## config.mk

```make
export PLATFORM = sky130hd
export DESIGN_NAME = burst_source_flat
export DESIGN_NICKNAME = d
export VERILOG_FILES = /design/src/rtl/burst_source_if.sv /design/src/rtl/burst_source.sv /design/src/flat_wrapper.sv
export SDC_FILE = /design/constraint.sdc
export NUM_CORES = 1
export LEC_CHECK = 0
export ABC_CLOCK_PERIOD_IN_PS = 4000
export BUFFER_PORTS_ARGS = -buffer_cell sky130_fd_sc_hd__buf_2
export CAP_MARGIN = 20
export CORE_ASPECT_RATIO = 0.6
export CORE_MARGIN = 2
export CORE_UTILIZATION = 50
export DETAILED_ROUTE_END_ITERATION = 16
export GPL_ROUTABILITY_DRIVEN = 0
export PLACE_DENSITY = 0.72
export SYNTH_ARGS = -nofsm -noshare
export SYNTH_HDL_FRONTEND = slang
export SYNTH_SLANG_ARGS = --single-unit
export TNS_END_PERCENT = 5
```

## constraint.sdc

```tcl
create_clock -name clk -period 4 [get_ports clk]
set_input_delay 0.8 -clock clk [delete_from_list [all_inputs] [get_ports clk]]
set_output_delay 0.8 -clock clk [all_outputs]
set_load 0.02 [all_outputs]
```

## src/rtl/burst_source_if.sv

```systemverilog
// Burst source handshake bundle: request/seed into the source, burst outputs out of it.
// The master modport is the source side; the slave modport is the consumer side.
interface burst_source_if #(
  parameter int unsigned DATA_W = 4
) ();
  logic              req;
  logic [DATA_W-1:0] seed;
  logic              start;
  logic [DATA_W-1:0] data;
  logic              beat;
  logic              busy;
  logic              pend;
  logic              ovf;

  modport master (
    input  req, seed,
    output start, data, beat, busy, pend, ovf
  );

  modport slave (
    output req, seed,
    input  start, data, beat, busy, pend, ovf
  );
endinterface

```

## src/rtl/burst_source.sv

```systemverilog
// Burst stimulus generator: a start pulse followed by BURST_LEN non-zero beats, with a
// one-entry pending slot so that back-to-back bursts issue without an idle cycle.
module burst_source #(
  parameter int unsigned DATA_W    = 4,
  parameter int unsigned BURST_LEN = 4
) (
  input  logic           clk,
  input  logic           rst_n,
  burst_source_if.master bus
);

  localparam int unsigned CntW = (BURST_LEN > 1) ? $clog2(BURST_LEN) : 1;
  localparam logic [CntW-1:0] LastCnt = CntW'(BURST_LEN - 1);

  typedef enum logic [1:0] {StIdle, StStart, StBeat} state_e;

  state_e            state_q;
  logic [CntW-1:0]   cnt_q;
  logic [DATA_W-1:0] cur_q;
  logic [DATA_W-1:0] slot_q;
  logic [DATA_W-1:0] data_q;
  logic              start_q, beat_q, busy_q, pend_q, ovf_q;
  logic              last_beat, consume;

  // Zero is never a legal beat value; it maps to 1.
  function automatic logic [DATA_W-1:0] nz(input logic [DATA_W-1:0] v);
    return (v == '0) ? DATA_W'(1) : v;
  endfunction

  assign last_beat = (state_q == StBeat) && (cnt_q == LastCnt);
  assign consume   = last_beat && pend_q;

  always_ff @(posedge clk or negedge rst_n) begin
    if (!rst_n) begin
      state_q <= StIdle;
      cnt_q   <= '0;
      cur_q   <= '0;
      slot_q  <= '0;
      data_q  <= '0;
      start_q <= 1'b0;
      beat_q  <= 1'b0;
      busy_q  <= 1'b0;
      pend_q  <= 1'b0;
      ovf_q   <= 1'b0;
    end else begin
      ovf_q <= 1'b0;
      // A consuming edge frees the slot, so a coincident request reloads it instead of dropping.
      if (state_q != StIdle && bus.req) begin
        if (!pend_q || consume) begin
          slot_q <= nz(bus.seed);
          pend_q <= 1'b1;
        end else begin
          ovf_q <= 1'b1;
        end
      end else if (consume) begin
        pend_q <= 1'b0;
      end

      unique case (state_q)
        StIdle: begin
          if (bus.req) begin
            state_q <= StStart;
            cur_q   <= nz(bus.seed);
            start_q <= 1'b1;
            busy_q  <= 1'b1;
          end
        end
        StStart: begin
          state_q <= StBeat;
          start_q <= 1'b0;
          beat_q  <= 1'b1;
          data_q  <= cur_q;
          cnt_q   <= '0;
        end
        StBeat: begin
          if (last_beat) begin
            beat_q <= 1'b0;
            data_q <= '0;
            if (pend_q) begin
              state_q <= StStart;
              start_q <= 1'b1;
              cur_q   <= slot_q;
            end else begin
              state_q <= StIdle;
              busy_q  <= 1'b0;
            end
          end else begin
            cnt_q  <= cnt_q + CntW'(1);
            data_q <= nz(data_q + DATA_W'(1));
          end
        end
        default: state_q <= StIdle;
      endcase
    end
  end

  assign bus.start = start_q;
  assign bus.data  = data_q;
  assign bus.beat  = beat_q;
  assign bus.busy  = busy_q;
  assign bus.pend  = pend_q;
  assign bus.ovf   = ovf_q;

endmodule
```

## src/flat_wrapper.sv

```systemverilog
// flat-port wrapper written by rule: the top's interface ports become plain ports
module burst_source_flat 
#(
  parameter int unsigned DATA_W    = 4,
  parameter int unsigned BURST_LEN = 4
)
  (clk, rst_n, bus_req, bus_seed, bus_start, bus_data, bus_beat, bus_busy, bus_pend, bus_ovf);
  burst_source_if #(.DATA_W(DATA_W)) bus_i ();
  input  logic clk;
  input  logic rst_n;
  input wire logic [$bits(bus_i.req)-1:0] bus_req;
  input wire logic [$bits(bus_i.seed)-1:0] bus_seed;
  output wire logic [$bits(bus_i.start)-1:0] bus_start;
  output wire logic [$bits(bus_i.data)-1:0] bus_data;
  output wire logic [$bits(bus_i.beat)-1:0] bus_beat;
  output wire logic [$bits(bus_i.busy)-1:0] bus_busy;
  output wire logic [$bits(bus_i.pend)-1:0] bus_pend;
  output wire logic [$bits(bus_i.ovf)-1:0] bus_ovf;
  assign bus_i.req = bus_req;
  assign bus_i.seed = bus_seed;
  assign bus_start = bus_i.start;
  assign bus_data = bus_i.data;
  assign bus_beat = bus_i.beat;
  assign bus_busy = bus_i.busy;
  assign bus_pend = bus_i.pend;
  assign bus_ovf = bus_i.ovf;
  burst_source #(.DATA_W(DATA_W), .BURST_LEN(BURST_LEN)) u_core (.clk(clk), .rst_n(rst_n), .bus(bus_i));
endmodule
```

==> flow_summary.toml <==
[run_status]
outcome = "complete, no violations"

[worst_hold_path]
hold_class = "in2async"

[worst_setup_path]
end_kind = "flop"
cp_data_arrival_time_ns = 2.52
worstSetupPathType = "reg2reg"
r2r_end = "u_core.slot_q[1]$_DFFE_PN0P_"
worst-path-max-fanout = 24
reg2reg_setup_slack_ns = 1.62
r2r-start = "u_core.state_q[0]$_DFFE_PN0P_"
required_ns = 4.14
reg2regPathDepth = 5
start_kind = "flop"

[synth]
syn_area_sq_um = 1132
yosysWarnings = 0
yosysMostFrequentCell = "dfrtp_1"
netlist_top_cells_count = "dfrtp_1, inv_1, mux2i_1"
synth_edf_count = 0
synthAdderAreaFrac_pct = 7.735
syn-num-nets = 121
post-synth-top-area-cell = "dfrtp_1"
yosysSeqAreaShare_pct = 46.41
synthDistinctLibCells = 32
syn_inst = 107
synth_top_family_by_area = "compound AO/OA/AOI/OAI gates"
synth_top_area_share_pct = 46.41
synth-seq-cells = 21
ys.flop_type = "dfrtp_1"
synthMuxAreaShare_pct = 12.93
synth_compound_area_share_pct = 14.92
ys_top_cells_by_area = "dfrtp_1, mux2i_1, ha_1"
yosys.area_share.xor_xnor_pct = 1.547
async_flop_share_pct = 100.0
synth.avg_cell_area_sq_um = 10.58
synthSimpleGateAreaFrac_pct = 11.16

[clock_network]
clockBufferDepth = 2
postCtsSetupBuffers = 0
cts_inserted_buffers = 3
cts_max_level = 1
clkLatencyLatePin_ns = 0.26
hold_buffers = 0
root_buffer = "clkbuf_8"
clkTransAtPathRegs_ns = 0.08
clock_sinks = 21
cts_tree = "done"
ctsResizeCount = 0

[timing]
drv_slew = 0
rsz0062_at_grt = "false"
hold_violations = 0
slew_headroom_pct = 39.74
fin_hold_ws_ns = 0.4766
layout_worst_path_cycle_share_pct = 59.48
fmax_ghz = 0.4203
clock_skew_ns = 0.005625
setup-violations-final = 0
tightest_slew_ns = 0.9038
layout_min_cycle_time_ns = 2.379
tns_ns = 0

[placed_design]
place_inst = 148
io_buffers = 15
dpl.hpwl_um = 1445

[cells_and_area]
diodes = 0
fin_util_pct = 59.21
area_growth_syn_to_layout_pct = 12.27
fill_cells = 187
drive_gt1_share_pct = 18.85
fin_nets = 137
fin_cells = 152

[floorplanning]
coreArea_sq_um = 2147
die_w_um = 65.44
rows = 13
start_util_pct = 52.74
dieArea_sq_um = 2674
die_y_um = 40.86
io_pins = 16

[routing]
drtPass1Iterations = 4
drt-initial-drc-count = 54
routed_wl_um = 1986
via_count = 821
wl_per_cell_um = 13.07
ant_nets = 0
via_per_inst = 5.401
drc = 0

[grt]
track_usage_pct = 18.04
grt_max_degree = 25
grt_first_pass_wirelength_um = 3367
antenna_found_initial = 0
overflow = 0
grt_pass1_vias = 731

[power_and_ir_drop]
vdd_ir_drop_max_mv = 0.3091
cellPowerDensity_nw_per_um2 = 790.4
power_leakage_nw = 0.5946

[job]
drv_cap = 0
-- state kept, by name, indices dropped and copies added (netlist names) --
register and flops:
u_core.slot_q 4, u_core.bus.ovf 1, u_core.cur_q 4, u_core.bus.busy 1, u_core.bus.start 1, u_core.bus.pend 1
u_core.cnt_q 2, u_core.state_q 2, u_core.bus.data 4, u_core.bus.beat 1
-- routing by layer --
| metal | vias to the layer above | routed length (um) | track usage [%] |
|---|---|---|---|
| li1 | 401 | - | - |
| met1 | 394 | 1040 | 23.80 |
| met2 | 22 | 837 | 28.83 |
| met3 | 4 | 96 | 6.593 |
| met4 | 0 | 11 | 4.688 |
| met5 | - | 0 | 0 |
-- worst max-delay path: stages, from the launching register on --
cell and delay (ns):
dfrtp_1 0.42, inv_1 0.12, ha_1 0.76, nand2_1 0.25
a21oi_2 0.34, mux2_1 0.36
-- power breakdown --
part	switching, mW	internal, mW	leakage (nW)
Sequential	0.0631	0.304	0.240
Combinational	0.271	0.227	0.331
Clock	0.0682	0.0711	0.0228
-- per-stage QoR --
step	area (sq um)	power, mW	worst slack (ns)
after floorplan	1132	0.7546	2.401
after global placement	1226	0.8527	1.803
after detailed placement	1226	0.8674	1.675
after CTS	1271	1.011	1.660
after global routing	1271	1.084	1.453
final	1271	1.005	1.621
-- worst max path at each step --
stage | from | endpoint | slack (ns) | depth (start not counted)
floorplan | bus_req | u_core.state_q[1]$_DFFE_PN0P_ | 2.40 | 3
global placement | u_core.state_q[0]$_DFFE_PN0P_ | u_core.slot_q[1]$_DFFE_PN0P_ | 1.80 | 5
detailed placement | u_core.state_q[0]$_DFFE_PN0P_ | u_core.slot_q[1]$_DFFE_PN0P_ | 1.68 | 5
CTS | u_core.state_q[0]$_DFFE_PN0P_ | u_core.slot_q[1]$_DFFE_PN0P_ | 1.66 | 5
global route | u_core.state_q[0]$_DFFE_PN0P_ | u_core.slot_q[3]$_DFFE_PN0P_ | 1.45 | 5
finish | u_core.state_q[0]$_DFFE_PN0P_ | u_core.slot_q[1]$_DFFE_PN0P_ | 1.62 | 5
-- cell usage in the layout (no fill, tap or decap), types with 3 or more instances in the layout --
master / n
nor2_1: 7
nand2_1: 6
mux2_1: 4
a22o_1: 3
nand2b_1: 5
clkbuf_8: 3
ha_1: 7
inv_1: 11
mux2i_1: 9
buf_2: 15
dfrtp_1: 21
o21ai_1: 3
-- kinds of logic after synthesis --
logic type,count (synthesis)
xor+xnor,2
simple gates,26
flops,21
compound gates,22
mux,14
buf+inv,15
fa+ha+maj,7
-- area by class of cell --
class	instances	area, sq um	area share [%]
clock buffer	4	45.04	3.543
timing repair buffer	15	75.07	5.906
sequential	21	525.5	41.34
tap	30	37.54	2.953
multi-input combinational	71	546.8	43.01
inverter	11	41.29	3.248
Power figures use the tool's default switching activity.
